$ cat src/rtl/gpio_ctrl_pkg.sv
// -----------------------------------------------------------------------------
// gpio_ctrl_pkg
//   Shared types and helpers for the GPIO bank input/interrupt engine.
//   - gpio_intr_mode_e : per-pin event detection mode (2 bits per pin in CSR)
//   - gpio_event()     : evaluates one pin's event from its filtered value and
//                        the same value delayed by one cycle
// -----------------------------------------------------------------------------
package gpio_ctrl_pkg;

    typedef enum logic [1:0] {
        GPIO_INTR_RISE       = 2'b00,
        GPIO_INTR_FALL       = 2'b01,
        GPIO_INTR_BOTH       = 2'b10,
        GPIO_INTR_LEVEL_HIGH = 2'b11
    } gpio_intr_mode_e;

    // Event for one pin. Only the filtered value and its one-cycle delay are
    // looked at, so reprogramming the mode can never fabricate an edge.
    function automatic logic gpio_event(input gpio_intr_mode_e mode,
                                        input logic            f,
                                        input logic            f_q);
        logic hit;
        hit = 1'b0;
        case (mode)
            GPIO_INTR_RISE:       hit = f & ~f_q;
            GPIO_INTR_FALL:       hit = ~f & f_q;
            GPIO_INTR_BOTH:       hit = f ^ f_q;
            GPIO_INTR_LEVEL_HIGH: hit = f;
            default:              hit = 1'b0;
        endcase
        return hit;
    endfunction

endpackage

$ cat src/rtl/gpio_ctrl_intr_engine_if.sv
// -----------------------------------------------------------------------------
// gpio_ctrl_intr_engine_if
//   CSR-side bundle between a bank's register block and its input/interrupt
//   engine.
//   master (CSR block) drives:
//     cfg_mode[2*NUM_PINS]       per-pin gpio_intr_mode_e, pin i at [2i+:2]
//     cfg_debounce_en[NUM_PINS]  1 = debounce pin i
//     cfg_debounce_limit[DEB_W]  ticks of disagreement before a change is taken
//     cfg_prescale[PRESC_W]      tick period = cfg_prescale+1 clk cycles
//     intr_enable[NUM_PINS]      per-pin interrupt mask
//     status_clr[NUM_PINS]       W1C clear pulses
//   slave (engine) drives:
//     filtered_data[NUM_PINS]    synchronised, debounced pin values
//     status[NUM_PINS]           latched event status
// -----------------------------------------------------------------------------
interface gpio_ctrl_intr_engine_if #(
    parameter int NUM_PINS = 32,
    parameter int DEB_W    = 8,
    parameter int PRESC_W  = 16
);
    logic [2*NUM_PINS-1:0] cfg_mode;
    logic [NUM_PINS-1:0]   cfg_debounce_en;
    logic [DEB_W-1:0]      cfg_debounce_limit;
    logic [PRESC_W-1:0]    cfg_prescale;
    logic [NUM_PINS-1:0]   intr_enable;
    logic [NUM_PINS-1:0]   status_clr;
    logic [NUM_PINS-1:0]   filtered_data;
    logic [NUM_PINS-1:0]   status;

    modport master (
        output cfg_mode, cfg_debounce_en, cfg_debounce_limit, cfg_prescale,
               intr_enable, status_clr,
        input  filtered_data, status
    );

    modport slave (
        input  cfg_mode, cfg_debounce_en, cfg_debounce_limit, cfg_prescale,
               intr_enable, status_clr,
        output filtered_data, status
    );
endinterface

$ cat src/rtl/gpio_ctrl_cdc_sync.sv
// -----------------------------------------------------------------------------
// gpio_ctrl_cdc_sync
//   Multi-flop synchroniser for WIDTH independent asynchronous bits. Each bit is
//   synchronised on its own; no cross-bit coherency is implied.
//   Ports:
//     clk, rst_n   clock, asynchronous active-low reset
//     d[WIDTH]     asynchronous inputs
//     q[WIDTH]     synchronised outputs, STAGES cycles after capture
// -----------------------------------------------------------------------------
module gpio_ctrl_cdc_sync #(
    parameter int WIDTH  = 32,
    parameter int STAGES = 2
) (
    input  logic             clk,
    input  logic             rst_n,
    input  logic [WIDTH-1:0] d,
    output logic [WIDTH-1:0] q
);

    // chain[0] is the metastability-catching stage, chain[STAGES-1] the output.
    logic [STAGES-1:0][WIDTH-1:0] chain;

    // NOTE: sequential state uses <= so every flop samples the pre-edge value
    //       of its neighbour; blocking = here would collapse the chain.
    // NOTE: this is a handful of flops, not a RAM, so it is reset; pins then
    //       read 0 until real samples have propagated through.
    always_ff @(posedge clk or negedge rst_n) begin
        if (!rst_n) begin
            chain <= '0;
        end else begin
            chain <= {chain[STAGES-2:0], d};
        end
    end

    assign q = chain[STAGES-1];

endmodule

$ cat src/rtl/gpio_ctrl_debounce.sv
// -----------------------------------------------------------------------------
// gpio_ctrl_debounce
//   Single-pin debounce filter. While enabled, the filtered value only follows
//   the synchronised input after it has disagreed for limit+1 consecutive
//   ticks; any cycle of agreement restarts the count. While disabled the
//   filter is transparent (one register stage).
//   Ports:
//     clk, rst_n   clock, asynchronous active-low reset
//     sync_in      synchronised pin value
//     tick         shared prescaled tick, one clk wide
//     en           1 = filter, 0 = pass-through
//     limit[DEB_W] ticks of disagreement tolerated before a change is taken
//     filt         filtered pin value
// -----------------------------------------------------------------------------
module gpio_ctrl_debounce #(
    parameter int DEB_W = 8
) (
    input  logic             clk,
    input  logic             rst_n,
    input  logic             sync_in,
    input  logic             tick,
    input  logic             en,
    input  logic [DEB_W-1:0] limit,
    output logic             filt
);

    logic [DEB_W-1:0] cnt;

    always_ff @(posedge clk or negedge rst_n) begin
        if (!rst_n) begin
            filt <= 1'b0;
            cnt  <= '0;
        end else if (!en) begin
            filt <= sync_in;
            cnt  <= '0;
        end else if (sync_in == filt) begin
            cnt <= '0;
        end else if (tick) begin
            // >= rather than == so a limit lowered mid-count still releases
            // the change; the increment only happens below limit, so the
            // counter can never wrap.
            if (cnt >= limit) begin
                filt <= sync_in;
                cnt  <= '0;
            end else begin
                cnt <= cnt + 1'b1;
            end
        end
    end

endmodule

$ cat src/rtl/gpio_ctrl_intr_engine.sv
// -----------------------------------------------------------------------------
// gpio_ctrl_intr_engine
//   Per-bank GPIO input conditioning and interrupt engine:
//     raw pins -> synchroniser -> optional debounce -> event detect ->
//     W1C status -> registered interrupt.
//   Ports:
//     clk, rst_n          clock, asynchronous active-low reset
//     gpio_in[NUM_PINS]   raw asynchronous pins
//     csr (slave)         config, clear pulses, filtered_data and status
//     interrupt           registered |(status & intr_enable)
// -----------------------------------------------------------------------------
module gpio_ctrl_intr_engine
    import gpio_ctrl_pkg::*;
#(
    parameter int NUM_PINS    = 32,
    parameter int SYNC_STAGES = 2,
    parameter int DEB_W       = 8,
    parameter int PRESC_W     = 16
) (
    input  logic                  clk,
    input  logic                  rst_n,
    input  logic [NUM_PINS-1:0]   gpio_in,
    gpio_ctrl_intr_engine_if.slave csr,
    output logic                  interrupt
);

    // Events are held off until a pin level present at reset release has
    // travelled through sync, filter and the f/f_q pair, so pins that are
    // already high never look like a fresh RISE.
    localparam int ARM_CYCLES = SYNC_STAGES + 2;
    localparam int ARM_W      = $clog2(ARM_CYCLES + 1);

    logic [NUM_PINS-1:0] sync_pins;
    logic [NUM_PINS-1:0] filt;
    logic [NUM_PINS-1:0] filt_q;
    logic [NUM_PINS-1:0] evt;
    logic [NUM_PINS-1:0] status_q;
    logic [PRESC_W-1:0]  presc_cnt;
    logic                tick;
    logic [ARM_W-1:0]    arm_cnt;
    logic                armed;

    // ---------------------------------------------------------------- sync
    gpio_ctrl_cdc_sync #(
        .WIDTH  (NUM_PINS),
        .STAGES (SYNC_STAGES)
    ) u_sync (
        .clk   (clk),
        .rst_n (rst_n),
        .d     (gpio_in),
        .q     (sync_pins)
    );

    // ----------------------------------------------------------- prescaler
    // Compare with >= so that lowering cfg_prescale below the running count
    // fires a tick on the next cycle instead of waiting for a full wrap.
    assign tick = (presc_cnt >= csr.cfg_prescale);

    always_ff @(posedge clk or negedge rst_n) begin
        if (!rst_n) begin
            presc_cnt <= '0;
        end else if (tick) begin
            presc_cnt <= '0;
        end else begin
            presc_cnt <= presc_cnt + 1'b1;
        end
    end

    // ------------------------------------------------------------ debounce
    for (genvar i = 0; i < NUM_PINS; i++) begin : g_pin
        gpio_ctrl_debounce #(
            .DEB_W (DEB_W)
        ) u_deb (
            .clk     (clk),
            .rst_n   (rst_n),
            .sync_in (sync_pins[i]),
            .tick    (tick),
            .en      (csr.cfg_debounce_en[i]),
            .limit   (csr.cfg_debounce_limit),
            .filt    (filt[i])
        );
    end

    // ----------------------------------------------------------------- arm
    assign armed = (arm_cnt == ARM_W'(ARM_CYCLES));

    always_ff @(posedge clk or negedge rst_n) begin
        if (!rst_n) begin
            arm_cnt <= '0;
        end else if (!armed) begin
            arm_cnt <= arm_cnt + 1'b1;
        end
    end

    // --------------------------------------------------------------- event
    // NOTE: evt is given a value before the loop so every path assigns it;
    //       leaving any path unassigned in always_comb would infer a latch.
    always_comb begin
        evt = '0;
        for (int i = 0; i < NUM_PINS; i++) begin
            evt[i] = gpio_event(gpio_intr_mode_e'(csr.cfg_mode[2*i +: 2]),
                                filt[i], filt_q[i]);
        end
    end

    // ------------------------------------------------- status and interrupt
    // Set has priority over clear: an event in the same cycle as its W1C
    // pulse must not be lost. intr_enable only gates the interrupt.
    always_ff @(posedge clk or negedge rst_n) begin
        if (!rst_n) begin
            filt_q    <= '0;
            status_q  <= '0;
            interrupt <= 1'b0;
        end else begin
            filt_q    <= filt;
            status_q  <= (status_q & ~csr.status_clr) | (evt & {NUM_PINS{armed}});
            interrupt <= |(status_q & csr.intr_enable);
        end
    end

    assign csr.filtered_data = filt;
    assign csr.status        = status_q;

endmodule

$ cat src/flat_wrapper.sv
// flat-port wrapper written by rule: the top's interface ports become plain ports
module gpio_ctrl_intr_engine_flat import gpio_ctrl_pkg::*;
#(
    parameter int NUM_PINS    = 32,
    parameter int SYNC_STAGES = 2,
    parameter int DEB_W       = 8,
    parameter int PRESC_W     = 16
)
  (clk, rst_n, gpio_in, interrupt, csr_cfg_mode, csr_cfg_debounce_en, csr_cfg_debounce_limit, csr_cfg_prescale, csr_intr_enable, csr_status_clr, csr_filtered_data, csr_status);
  gpio_ctrl_intr_engine_if #(.NUM_PINS(NUM_PINS), .DEB_W(DEB_W), .PRESC_W(PRESC_W)) csr_i ();
  input  logic clk;
  input  logic rst_n;
  input  logic [NUM_PINS-1:0] gpio_in;
  output logic interrupt;
  input wire logic [$bits(csr_i.cfg_mode)-1:0] csr_cfg_mode;
  input wire logic [$bits(csr_i.cfg_debounce_en)-1:0] csr_cfg_debounce_en;
  input wire logic [$bits(csr_i.cfg_debounce_limit)-1:0] csr_cfg_debounce_limit;
  input wire logic [$bits(csr_i.cfg_prescale)-1:0] csr_cfg_prescale;
  input wire logic [$bits(csr_i.intr_enable)-1:0] csr_intr_enable;
  input wire logic [$bits(csr_i.status_clr)-1:0] csr_status_clr;
  output wire logic [$bits(csr_i.filtered_data)-1:0] csr_filtered_data;
  output wire logic [$bits(csr_i.status)-1:0] csr_status;
  assign csr_i.cfg_mode = csr_cfg_mode;
  assign csr_i.cfg_debounce_en = csr_cfg_debounce_en;
  assign csr_i.cfg_debounce_limit = csr_cfg_debounce_limit;
  assign csr_i.cfg_prescale = csr_cfg_prescale;
  assign csr_i.intr_enable = csr_intr_enable;
  assign csr_i.status_clr = csr_status_clr;
  assign csr_filtered_data = csr_i.filtered_data;
  assign csr_status = csr_i.status;
  gpio_ctrl_intr_engine #(.NUM_PINS(NUM_PINS), .SYNC_STAGES(SYNC_STAGES), .DEB_W(DEB_W), .PRESC_W(PRESC_W)) u_core (.clk(clk), .rst_n(rst_n), .gpio_in(gpio_in), .csr(csr_i), .interrupt(interrupt));
endmodule
$ cat config.mk
export PLATFORM = sky130hd
export DESIGN_NAME = gpio_ctrl_intr_engine_flat
export DESIGN_NICKNAME = d
export VERILOG_FILES = /design/src/rtl/gpio_ctrl_pkg.sv /design/src/rtl/gpio_ctrl_intr_engine_if.sv /design/src/rtl/gpio_ctrl_cdc_sync.sv /design/src/rtl/gpio_ctrl_debounce.sv /design/src/rtl/gpio_ctrl_intr_engine.sv /design/src/flat_wrapper.sv
export SDC_FILE = /design/constraint.sdc
export NUM_CORES = 1
export LEC_CHECK = 0
export ABC_AREA = 1
export BUFFER_PORTS_ARGS = -buffer_cell sky130_fd_sc_hd__buf_4
export CAP_MARGIN = 30
export CORE_UTILIZATION = 55
export CTS_BUF_LIST = sky130_fd_sc_hd__clkbuf_4
export CTS_CLUSTER_SIZE = 14
export DETAILED_ROUTE_END_ITERATION = 7
export PLACE_DENSITY_LB_ADDON = 0.2
export SLEW_MARGIN = 10
export SYNTH_ARGS = -nofsm -noshare
export SYNTH_HDL_FRONTEND = slang
export SYNTH_SLANG_ARGS = --single-unit
export TNS_END_PERCENT = 1
$ cat constraint.sdc
create_clock -name clk -period 3.6 [get_ports clk]
set_input_delay 0.36 -clock clk [delete_from_list [all_inputs] [get_ports clk]]
set_output_delay 0.36 -clock clk [all_outputs]
set_load 0.005 [all_outputs]
==> flow_metrics.tcl <==
set metrics [dict create \
    ant_nets 0 \
    netlist_instances 3689 \
    grt_pass1_wl_mm 129 \
    cap_violations 0 \
    ir_drop_mv 0.305 \
    synth_top_area_share_pct 36.6 \
    die_area_um2 55100 \
    numCtsBuffers 117 \
    clockBufferDepth 3 \
    crit_path_end_kind "flop" \
    fp.dieH_um 235 \
    die_x_um 235 \
    wl_mm 76.8 \
    place_hpwl_mm 52.4 \
    antenna_found_initial 4 \
    setup_tns_ns 0 \
    synth.avg_cell_area_um2 8.07 \
    drc 2 \
    worst_path_largest_cell_delay_ns 0.65 \
    required_ns 4.37 \
    crit_arrival_ns 3.58 \
    clock_latency_ns 0.92 \
    setup-violations-final 0 \
    period_minus_slack_ns 2.81 \
    p_leak_nw 18.9 \
    h-tree-depth 3 \
    gp_congestion 0.896 \
    fill_cells 4456 \
    path_common_cell "dlygate4sd3_1" \
    hold_viol_final 0 \
    worstSetupPathType "flop to flop" \
    slew_headroom_pct 50.9 \
    synth_xor_area_share_pct 6.68 \
    drive_above_1_share_pct 12.8 \
    path_cells "a22o_1 > a221oi_1 > dlygate4sd3_1 > nand4_1 > dlygate4sd3_1" \
    powerDensity_nw_per_um2 385 \
    crit_fanout 3 \
    cp-start-kind "flop" \
    violations "design-rule violations" \
    grt_max_degree 89 \
    ys_types 35 \
    final_cell_mix "nand2_1, nand3_1, dfrtp_1" \
    num_rows 84 \
    hold_class "input port to asynchronous set/reset pin" \
    vias_per_cell 5.44 \
    clock_sinks 436 \
    ys_seq_area_share_pct 36.6 \
    fin_crit_sh_pct 78.1 \
    final_common_cell "nand2_1" \
    synth_compound_area_share_pct 7.02 \
    drv_slew 0 \
    grt_pass1_vias 26700 \
    yosysWarnings 0 \
    status "finished with violations" \
    rsz0062_at_grt "false" \
    clock-root-buffer "clkbuf_4" \
    track_usage_pct 28.3 \
    numPortBuffers 282 \
    grt.overflow.total 0 \
    ys_ff_latch 436 \
    path_clk_slew_ns 0.06 \
    drt_iter0_drc 1530 \
    path_buf_inv 2 \
    yosys.area_share.simple_pct 27.4 \
    io_pins 283 \
    syn_area_um2 29800 \
    initial_utilization_pct 56.2 \
    wl_per_cell_um 15.4 \
    syn_to_final_growth_pct 19.4 \
    coreArea_um2 53000 \
    cts_tree "yes" \
    synth_top_family_by_area "simple AND/OR/NAND/NOR gates" \
    synth.area.top_cells "dfrtp_1, ha_1, nand2_1" \
    synthMuxAreaShare_pct 0 \
    cp_top_family "buffers and inverters" \
    clock_skew_ns 0.0527 \
    tightest_slew_ns 0.732 \
    vias 27000 \
    drt_first_pass_iters 8 \
    synth_nets 4278 \
    synth_top_cell_by_area "dfrtp_1" \
    crit_slowest_cell "dlygate4sd3_1" \
    final_nets 4776 \
    cts.repair.resized 0 \
    synth-adder-area-share_pct 15.6 \
    max_freq_mhz 356 \
    finalPower_w 0.0137 \
]
sequential cells by signal, indices dropped and copies added (netlist names):
register,cells
u_core.presc_cnt,16
u_core.g_pin.u_deb.filt,32
u_core.u_sync.q,32
u_core.u_sync.chain,32
u_core.arm_cnt,3
u_core.filt_q,32
u_core.interrupt,1
u_core.g_pin.u_deb.cnt,256
u_core.csr.status,32
final timing paths:
path,from,cells past startpoint,slack (ns),to
max reg2reg,u_core.csr.status[27],5,0.79,u_core.interrupt
min in group clk,gpio_in[24],2,0.10,u_core.u_sync.chain[24]
min,rst_n,2,0.07,u_core.u_sync.chain[19]
max in group asynchronous,rst_n,4,2.54,u_core.g_pin[3].u_deb.cnt[3]
min reg2reg,u_core.u_sync.chain[28],0,0.34,u_core.u_sync.q[28]
max,u_core.csr.status[27],5,0.79,u_core.interrupt
synthesized netlist by cell type:
cell / n
buf_2: 26
nor3_1: 45
nand2_4: 1
clkbuf_1: 17
xnor2_1: 75
nand3_2: 3
a221oi_1: 5
o211ai_1: 33
ha_1: 371
nor4_2: 1
buf_6: 2
a22o_1: 5
nor3b_1: 4
xor2_1: 152
a21oi_1: 166
o21bai_1: 2
o21ai_0: 115
nand3b_1: 38
a21o_1: 2
nand2_2: 4
o21ai_1: 12
nor2_2: 23
inv_2: 1
nand3_1: 512
a21oi_4: 1
and3_1: 1
inv_1: 399
buf_4: 37
nand2_1: 724
nand4_1: 170
a31o_2: 2
o21a_1: 30
nor2_1: 272
dfrtp_1: 436
nor4_1: 2
metrics by stage:
step                      hold slack (ns)  cell area [µm²]  util [%]  setup WS [ns]  cells
after global routing              0.00454            35600      67.1          0.683   4974
after floorplan                    0.0644            29800         -           1.26   3689
after global placement              0.331            32800      61.9           1.01   4624
after detailed placement            0.335            32800      61.9           1.02   4624
after CTS                          0.0105            35500      67.1          0.722   4970
final                              0.0690            35600      67.1          0.788   4974
where the power goes:
group / switching (W) / internal (W)
sequential: 0.000529 / 0.00533
combinational: 0.00204 / 0.00145
clock: 0.00222 / 0.00212
total: 0.00479 / 0.00890
metal layers:
layer | vias to the layer above | routed length [µm] | part of all wire [%] | global-route usage (%)
met2 | 676 | 36200 | 47 | 47.6
met1 | 12700 | 34300 | 45 | 36.7
met5 | - | 13 | 0.017 | 0
li1 | 13500 | - | - | -
met4 | 2 | 2170 | 2.8 | 10.1
met3 | 166 | 4050 | 5.3 | 4.96
worst reg2reg max path, delay by kind of cell (launching register included):
family / cells / cell delay (ns)
AO/OA/AOI/OAI: 2 / 0.74
flip-flops: 1 / 0.52
buffers and inverters: 2 / 1.29
AND/OR/NAND/NOR: 1 / 0.15
what timing repair did:
item	4_1_cts	5_1_grt
endpoints found under the hold margin	702	1
hold buffers	131	1
setup buffers	0	0
final cells by class:
class	count	area, µm²	share of cell area (%)
repair buffers	461	3960	11.1
well taps	688	861	2.42
multi-input cells	2771	16900	47.4
flip-flops and latches	436	10900	30.7
inverters	400	1510	4.24
clock buffers	158	1190	3.34
diodes	3	7.51	0.0211
clock inverters	57	263	0.739
cells by family after synthesis:
group,count (synthesis)
XOR/XNOR,227
adder cells (fa/ha/maj),371
flip-flops,436
buffers and inverters,482
AND/OR/NAND/NOR,1800
AO/OA/AOI/OAI,373
Power figures use the tool's default switching activity.
